## src/rtl/defines_package.sv

```systemverilog
// Shared types and constants for the line rasterizer and the clip chain feeding it.
package defines_package;

  localparam int COORD_W   = 10;
  localparam int DELTA_W   = COORD_W + 2;
  localparam int FB_WIDTH  = 640;
  localparam int FB_HEIGHT = 480;

  localparam logic [COORD_W-1:0] COORD_ONE = COORD_W'(1);

  typedef struct packed {
    logic [COORD_W-1:0] x;
    logic [COORD_W-1:0] y;
  } Point2D;

  typedef struct packed {
    Point2D s;
    Point2D p;
  } Line2D;

  typedef enum logic [1:0] {
    IDLE,
    SETUP,
    DRAW
  } raster_state_t;

endpackage

```

## src/rtl/raster_step.sv

```systemverilog
// One Bresenham step: advances the current pixel and error term toward the line end.
module raster_step
  import defines_package::*;
(
  input  Point2D                    i_cur,
  input  logic signed [DELTA_W-1:0] i_err,
  input  logic signed [DELTA_W-1:0] i_dx,
  input  logic signed [DELTA_W-1:0] i_dy,
  input  logic                      i_sx_neg,
  input  logic                      i_sy_neg,
  output Point2D                    o_cur,
  output logic signed [DELTA_W-1:0] o_err
);

  logic signed [DELTA_W-1:0] w_e2;

  // 2*err stays within DELTA_W because |err| never exceeds the larger delta.
  assign w_e2 = i_err <<< 1;

  always_comb begin
    // NOTE: every output gets a default first so no path through the block infers a latch.
    o_cur = i_cur;
    o_err = i_err;
    if (w_e2 >= i_dy) begin
      o_err   = o_err + i_dy;
      o_cur.x = i_sx_neg ? i_cur.x - COORD_ONE : i_cur.x + COORD_ONE;
    end
    if (w_e2 <= i_dx) begin
      o_err   = o_err + i_dx;
      o_cur.y = i_sy_neg ? i_cur.y - COORD_ONE : i_cur.y + COORD_ONE;
    end
  end

endmodule

```

## src/rtl/line_raster.sv

```systemverilog
// Bresenham rasterizer: emits every pixel of an accepted clipped line, one per handshake.
// Optional LINE_RASTER_PIXEL_ADDR_EN builds the registered linear pixel address.
module line_raster
  import defines_package::*;
#(
  parameter int FB_STRIDE = FB_WIDTH,
  parameter int ADDR_W    = 19
) (
  input  logic              clk,
  input  logic              n_rst,
  input  Line2D             line_in,
  input  logic              accept,
  input  logic              line_valid,
  output logic              line_ready,
  output Point2D            pix,
  output logic              pix_valid,
  input  logic              pix_ready,
  output logic [ADDR_W-1:0] pix_addr,
  output logic              busy,
  output logic              line_done
);

  if (FB_STRIDE < 1 || ADDR_W < 1) begin : g_param_check
    $error("line_raster: FB_STRIDE and ADDR_W must be positive");
  end

  raster_state_t             r_state, w_state_nxt;
  Point2D                    r_cur, r_end, w_next_cur;
  logic signed [DELTA_W-1:0] r_dx, r_dy, r_err, w_next_err;
  logic signed [DELTA_W-1:0] w_ddx, w_ddy;
  logic                      r_sx_neg, r_sy_neg;
  logic                      w_at_end, w_load, w_step;

  assign w_at_end = (r_cur == r_end);
  assign w_load   = (r_state == IDLE) && line_valid && accept;
  assign w_step   = pix_valid && pix_ready && !w_at_end;
  assign w_ddx    = $signed({2'b00, r_end.x}) - $signed({2'b00, r_cur.x});
  assign w_ddy    = $signed({2'b00, r_end.y}) - $signed({2'b00, r_cur.y});
  assign pix      = r_cur;

  always_ff @(posedge clk or negedge n_rst) begin
    // NOTE: sequential state uses non-blocking assignments so every register samples pre-edge values.
    if (!n_rst) r_state <= IDLE;
    else        r_state <= w_state_nxt;
  end

  always_comb begin
    w_state_nxt = r_state;
    line_ready  = 1'b0;
    busy        = 1'b1;
    pix_valid   = 1'b0;
    line_done   = 1'b0;
    unique case (r_state)
      IDLE: begin
        line_ready = 1'b1;
        busy       = 1'b0;
        if (line_valid && accept) w_state_nxt = SETUP;
      end
      SETUP: w_state_nxt = DRAW;
      DRAW: begin
        pix_valid = 1'b1;
        if (pix_ready && w_at_end) begin
          line_done   = 1'b1;
          w_state_nxt = IDLE;
        end
      end
      default: w_state_nxt = IDLE;
    endcase
  end

  raster_step u_step (
    .i_cur    (r_cur),
    .i_err    (r_err),
    .i_dx     (r_dx),
    .i_dy     (r_dy),
    .i_sx_neg (r_sx_neg),
    .i_sy_neg (r_sy_neg),
    .o_cur    (w_next_cur),
    .o_err    (w_next_err)
  );

  always_ff @(posedge clk or negedge n_rst) begin
    if (!n_rst) begin
      r_cur    <= '0;
      r_end    <= '0;
      r_dx     <= '0;
      r_dy     <= '0;
      r_err    <= '0;
      r_sx_neg <= 1'b0;
      r_sy_neg <= 1'b0;
    end else if (w_load) begin
      r_cur <= line_in.s;
      r_end <= line_in.p;
    end else if (r_state == SETUP) begin
      r_dx     <= w_ddx[DELTA_W-1] ? -w_ddx : w_ddx;
      r_dy     <= w_ddy[DELTA_W-1] ? w_ddy : -w_ddy;
      r_err    <= (w_ddx[DELTA_W-1] ? -w_ddx : w_ddx) + (w_ddy[DELTA_W-1] ? w_ddy : -w_ddy);
      r_sx_neg <= !(r_end.x > r_cur.x);
      r_sy_neg <= !(r_end.y > r_cur.y);
    end else if (w_step) begin
      r_cur <= w_next_cur;
      r_err <= w_next_err;
    end
  end

`ifdef LINE_RASTER_PIXEL_ADDR_EN
  Point2D            w_addr_src;
  logic [ADDR_W-1:0] w_addr_nxt, r_pix_addr;

  // Address tracks whatever cur is about to become, so it lines up with pix.
  assign w_addr_src = w_load ? line_in.s : w_next_cur;
  assign w_addr_nxt = ADDR_W'(w_addr_src.y) * ADDR_W'(FB_STRIDE) + ADDR_W'(w_addr_src.x);

  always_ff @(posedge clk or negedge n_rst) begin
    if (!n_rst)                r_pix_addr <= '0;
    else if (w_load || w_step) r_pix_addr <= w_addr_nxt;
  end

  assign pix_addr = r_pix_addr;
`else
  assign pix_addr = '0;
`endif

endmodule

```

## config.mk

```make
export PLATFORM = sky130hd
export DESIGN_NAME = line_raster
export DESIGN_NICKNAME = d
export VERILOG_FILES = /design/src/rtl/defines_package.sv /design/src/rtl/raster_step.sv /design/src/rtl/line_raster.sv
export SDC_FILE = /design/constraint.sdc
export NUM_CORES = 1
export LEC_CHECK = 0
export ABC_CLOCK_PERIOD_IN_PS = 11690
export CAP_MARGIN = 30
export CORE_MARGIN = 8
export CORE_UTILIZATION = 60
export CTS_BUF_LIST = sky130_fd_sc_hd__clkbuf_4
export DETAILED_ROUTE_END_ITERATION = 8
export GPL_ROUTABILITY_DRIVEN = 0
export MAX_ROUTING_LAYER = met4
export PLACE_DENSITY = 0.93
export SYNTH_ARGS = -nofsm -noshare
export SYNTH_HDL_FRONTEND = slang
export SYNTH_SLANG_ARGS = --single-unit
```

## constraint.sdc

```tcl
create_clock -name clk -period 11.69 [get_ports clk]
set_input_delay 1.7535 -clock clk [delete_from_list [all_inputs] [get_ports clk]]
set_output_delay 1.7535 -clock clk [all_outputs]
set_load 0.01 [all_outputs]
```

==> impl_results.md <==
- Critical path endpoint category: output port
- Most frequent cell after synthesis: ha_1
- Rows: 40
- Total Routed Length: 18400 µm
- Most frequent CP cell: clkdlybuf4s50_1
- DR iter-0 viols: 405
- Final worst path period share: 40.8%
- Worst-Skew Late Latency: 0.45 ns
- EDFF count, synth: 0
- Remaining Overflow, GRT: 0
- Finished Layout Cells: 1081
- Crit path kind: primary input to output port
- DP Wirelength: 14300 µm
- Die width: 127 µm
- Critical path startpoint category: primary input
- Vias in the first global route: 6518
- TritonRoute pass-1 iters: 5
- Die area: 16100 µm²
- Worst hold margin: 0.511 ns
- Global-route wire length before repair: 31400 µm
- Placed insts: 1065
- Final core area utilization: 69.3%
- Clock Path Buffers: 2
- Clk sink count: 79
- Clock skew: 0.0184 ns
- Required time of the worst setup path: 9.94 ns
- Layout cells sized above 1: 7.82%
- Post-synth cell types: 68
- TritonCTS Buffers: 9
- Slowest cell delay on critical path: approximately 0.56 ns
- CTS tree: built
- Hold Startpoint: r_dy[10]
- R2r setup slk: between 6 and 7 ns
- Worst-path maximum fanout: 3
- Post-cts sizing count: 0
- CP max stage cell: clkdlybuf4s50_1
- Count of pins over their slew limit: 0
- Port Buf Inserts: 68
- # nets final: 1071
- DR WL/cell: 17.0 µm
- Most used DFF post-synth: dfrtp_1
- CORE AREA: 12000 µm²
- Gate Count Post-Synth: 872
- Htree depth: 3
- CP bufs+invs: 2
- Vias per cell: 6.02
- Mean Syn Cell Area: 8.48 µm²
- Reg2reg path depth: 19
- Hold Path Stages: 2
- Worst Hold End: r_dy[10]
- Area leader, netlist: dfrtp_1
- Crit-path cells: clkdlybuf4s50_1 -> nand2_1 -> nor2_1 -> clkdlybuf4s50_1
- Antenna violation net count after detailed routing: 0
- Syn. warnings: 0
- Hold Fails Final Rpt: 0
- Post-CTS Hold Buffers: 0
- Family with the most delay on the worst path: buffers and inverters
- Status: completed
- Overall global routing resource usage: 24.2%
- Maxcap violations: 0
- Via count: about 6500
- Leak pwr: 3.85 nW
- Max VDD drop: a little under 100 µV
- PwrDens: 101 nW/µm²
- RSZ-0062 raised after global routing: no
- DRC: 0
- Async S/R FF share, synth: 100%
- Area grow syn2layout: 12.5%
- Clock slew at reported path FFs: 0.14 ns
- Seq/Total Area, Yosys: 26.7%
- Postcts setup bufs: 0
- R2r startpoint: r_end[0]
- Post-route setup TNS: 0 ns
- Initial Util: 61.6%
- Area contributors post-synth: dfrtp_1, ha_1, xnor2_1
- Height of the die: 127 µm
- Worst r2r dst: r_err[7]
- Mapped cell area: 7390 µm²
- CP Data Arrival Time: 3.02 ns
- Total I/O pin count: 88
- Largest net degree at the start of global routing: 68
- ANT cells: 0
- Power Total: 837 µW
- CP Depth: 4
- Post-synth top area share: 26.7%
- Maximum clock frequency: 210 MHz
- Synthesis-stage register bit count: 79
- Root buf cell: clkbuf_4
- Min cycle time layout: 4.77 ns
- Commonest cells in the netlist: ha_1, dfrtp_1, nand2_1, o21ai_0, inv_1
- Final setup fails: 0
- Hold Path Class: flop to flop
- Initial antenna violation count: 0
- Worst Tran Pin Value: 0.997 ns
- Max-slew headroom: about 33%
[routing by layer]
| metal | part of all wire (%) | global-route usage [%] | vias to the layer above |
|---|---|---|---|
| met5 | 0 | - | - |
| met4 | 2.8 | 8.19 | 0 |
| met3 | 6.6 | 4.66 | 47 |
| met2 | 47 | 38.9 | 239 |
| met1 | 44 | 30.1 | 3058 |
| li1 | - | - | 3162 |
[through the flow]
step	instance area [µm²]	worst slack, ns
after CTS	8320	6.90
after global placement	8110	6.97
final	8320	6.92
after global routing	8320	6.66
after detailed placement	8160	6.90
after floorplan	7460	7.39
[logic make-up after synthesis]
logic type,count (synthesis),synth area share [%]
xor+xnor,72,8.53
simple gates,259,16.8
compound gates,213,18.1
fa+ha+maj,97,17.1
other cells,1,0.0507
mux,40,5.96
buf+inv,111,6.67
flops,79,26.7
[power by group]
group	switching, mW	internal, mW	leakage (nW)
clock network	0.106	0.0874	0.0867
registers	0.0159	0.284	1.03
logic	0.186	0.156	2.73
total	0.309	0.528	3.85
[flip-flops by register name, indices dropped and copies added, names as in the netlist]
register and cells:
r_dy 12, r_state 2, pix 20, r_err 11
r_sx_neg 1, r_dx 12, r_sy_neg 1, r_end 20
[tightest hold or removal path: cells and delay by family, from the launching register on]
kind,cells,cell delay [ns]
DFF,1,0.38
AOI/OAI and AO/OA,1,0.06
and+or+nand+nor,1,0.05
[area by class of cell]
| cell class | count | area, µm² |
|---|---|---|
| timing repair buffer | 74 | 756 |
| tap | 147 | 184 |
| clock inverter | 7 | 95.1 |
| fill | 879 | 3690 |
| clock buffer | 9 | 67.6 |
| sequential | 79 | 1980 |
| multi-input combinational | 700 | 5000 |
| inverter | 65 | 244 |
[worst max path at each step]
stage | start | end | slack (ns)
finish | pix_ready | line_done | 6.92
detailed placement | pix_ready | line_done | 6.90
CTS | pix_ready | line_done | 6.90
global route | pix[17] | line_done | 6.66
floorplan | r_dy[1] | r_err[9] | 7.39
global placement | pix_ready | line_done | 6.97
[cell usage in the layout (no fill, tap or decap), types with 7 or more instances in the layout]
cell             synthesis  routed
or3_1                    9       9
a21oi_1                 55      55
mux2_2                  32      32
nand2b_1                10      10
xor2_1                  30      30
o211ai_1                 7       7
nor3_1                  37      37
conb_1                   1      19
a211oi_1                 9       9
nand2_1                 72      72
clkdlybuf4s50_1          0      67
nand3_1                 20      20
a21o_1                  14      14
inv_1                   65      65
dfrtp_1                 79      79
nor2_1                  64      64
o21ai_0                 71      71
clkbuf_4                 0       9
fa_1                     7       7
ha_1                    90      90
xnor2_1                 42      42
mux2i_1                  8       8
nor2b_1                 25      24
(Power assumes the default switching activity.)
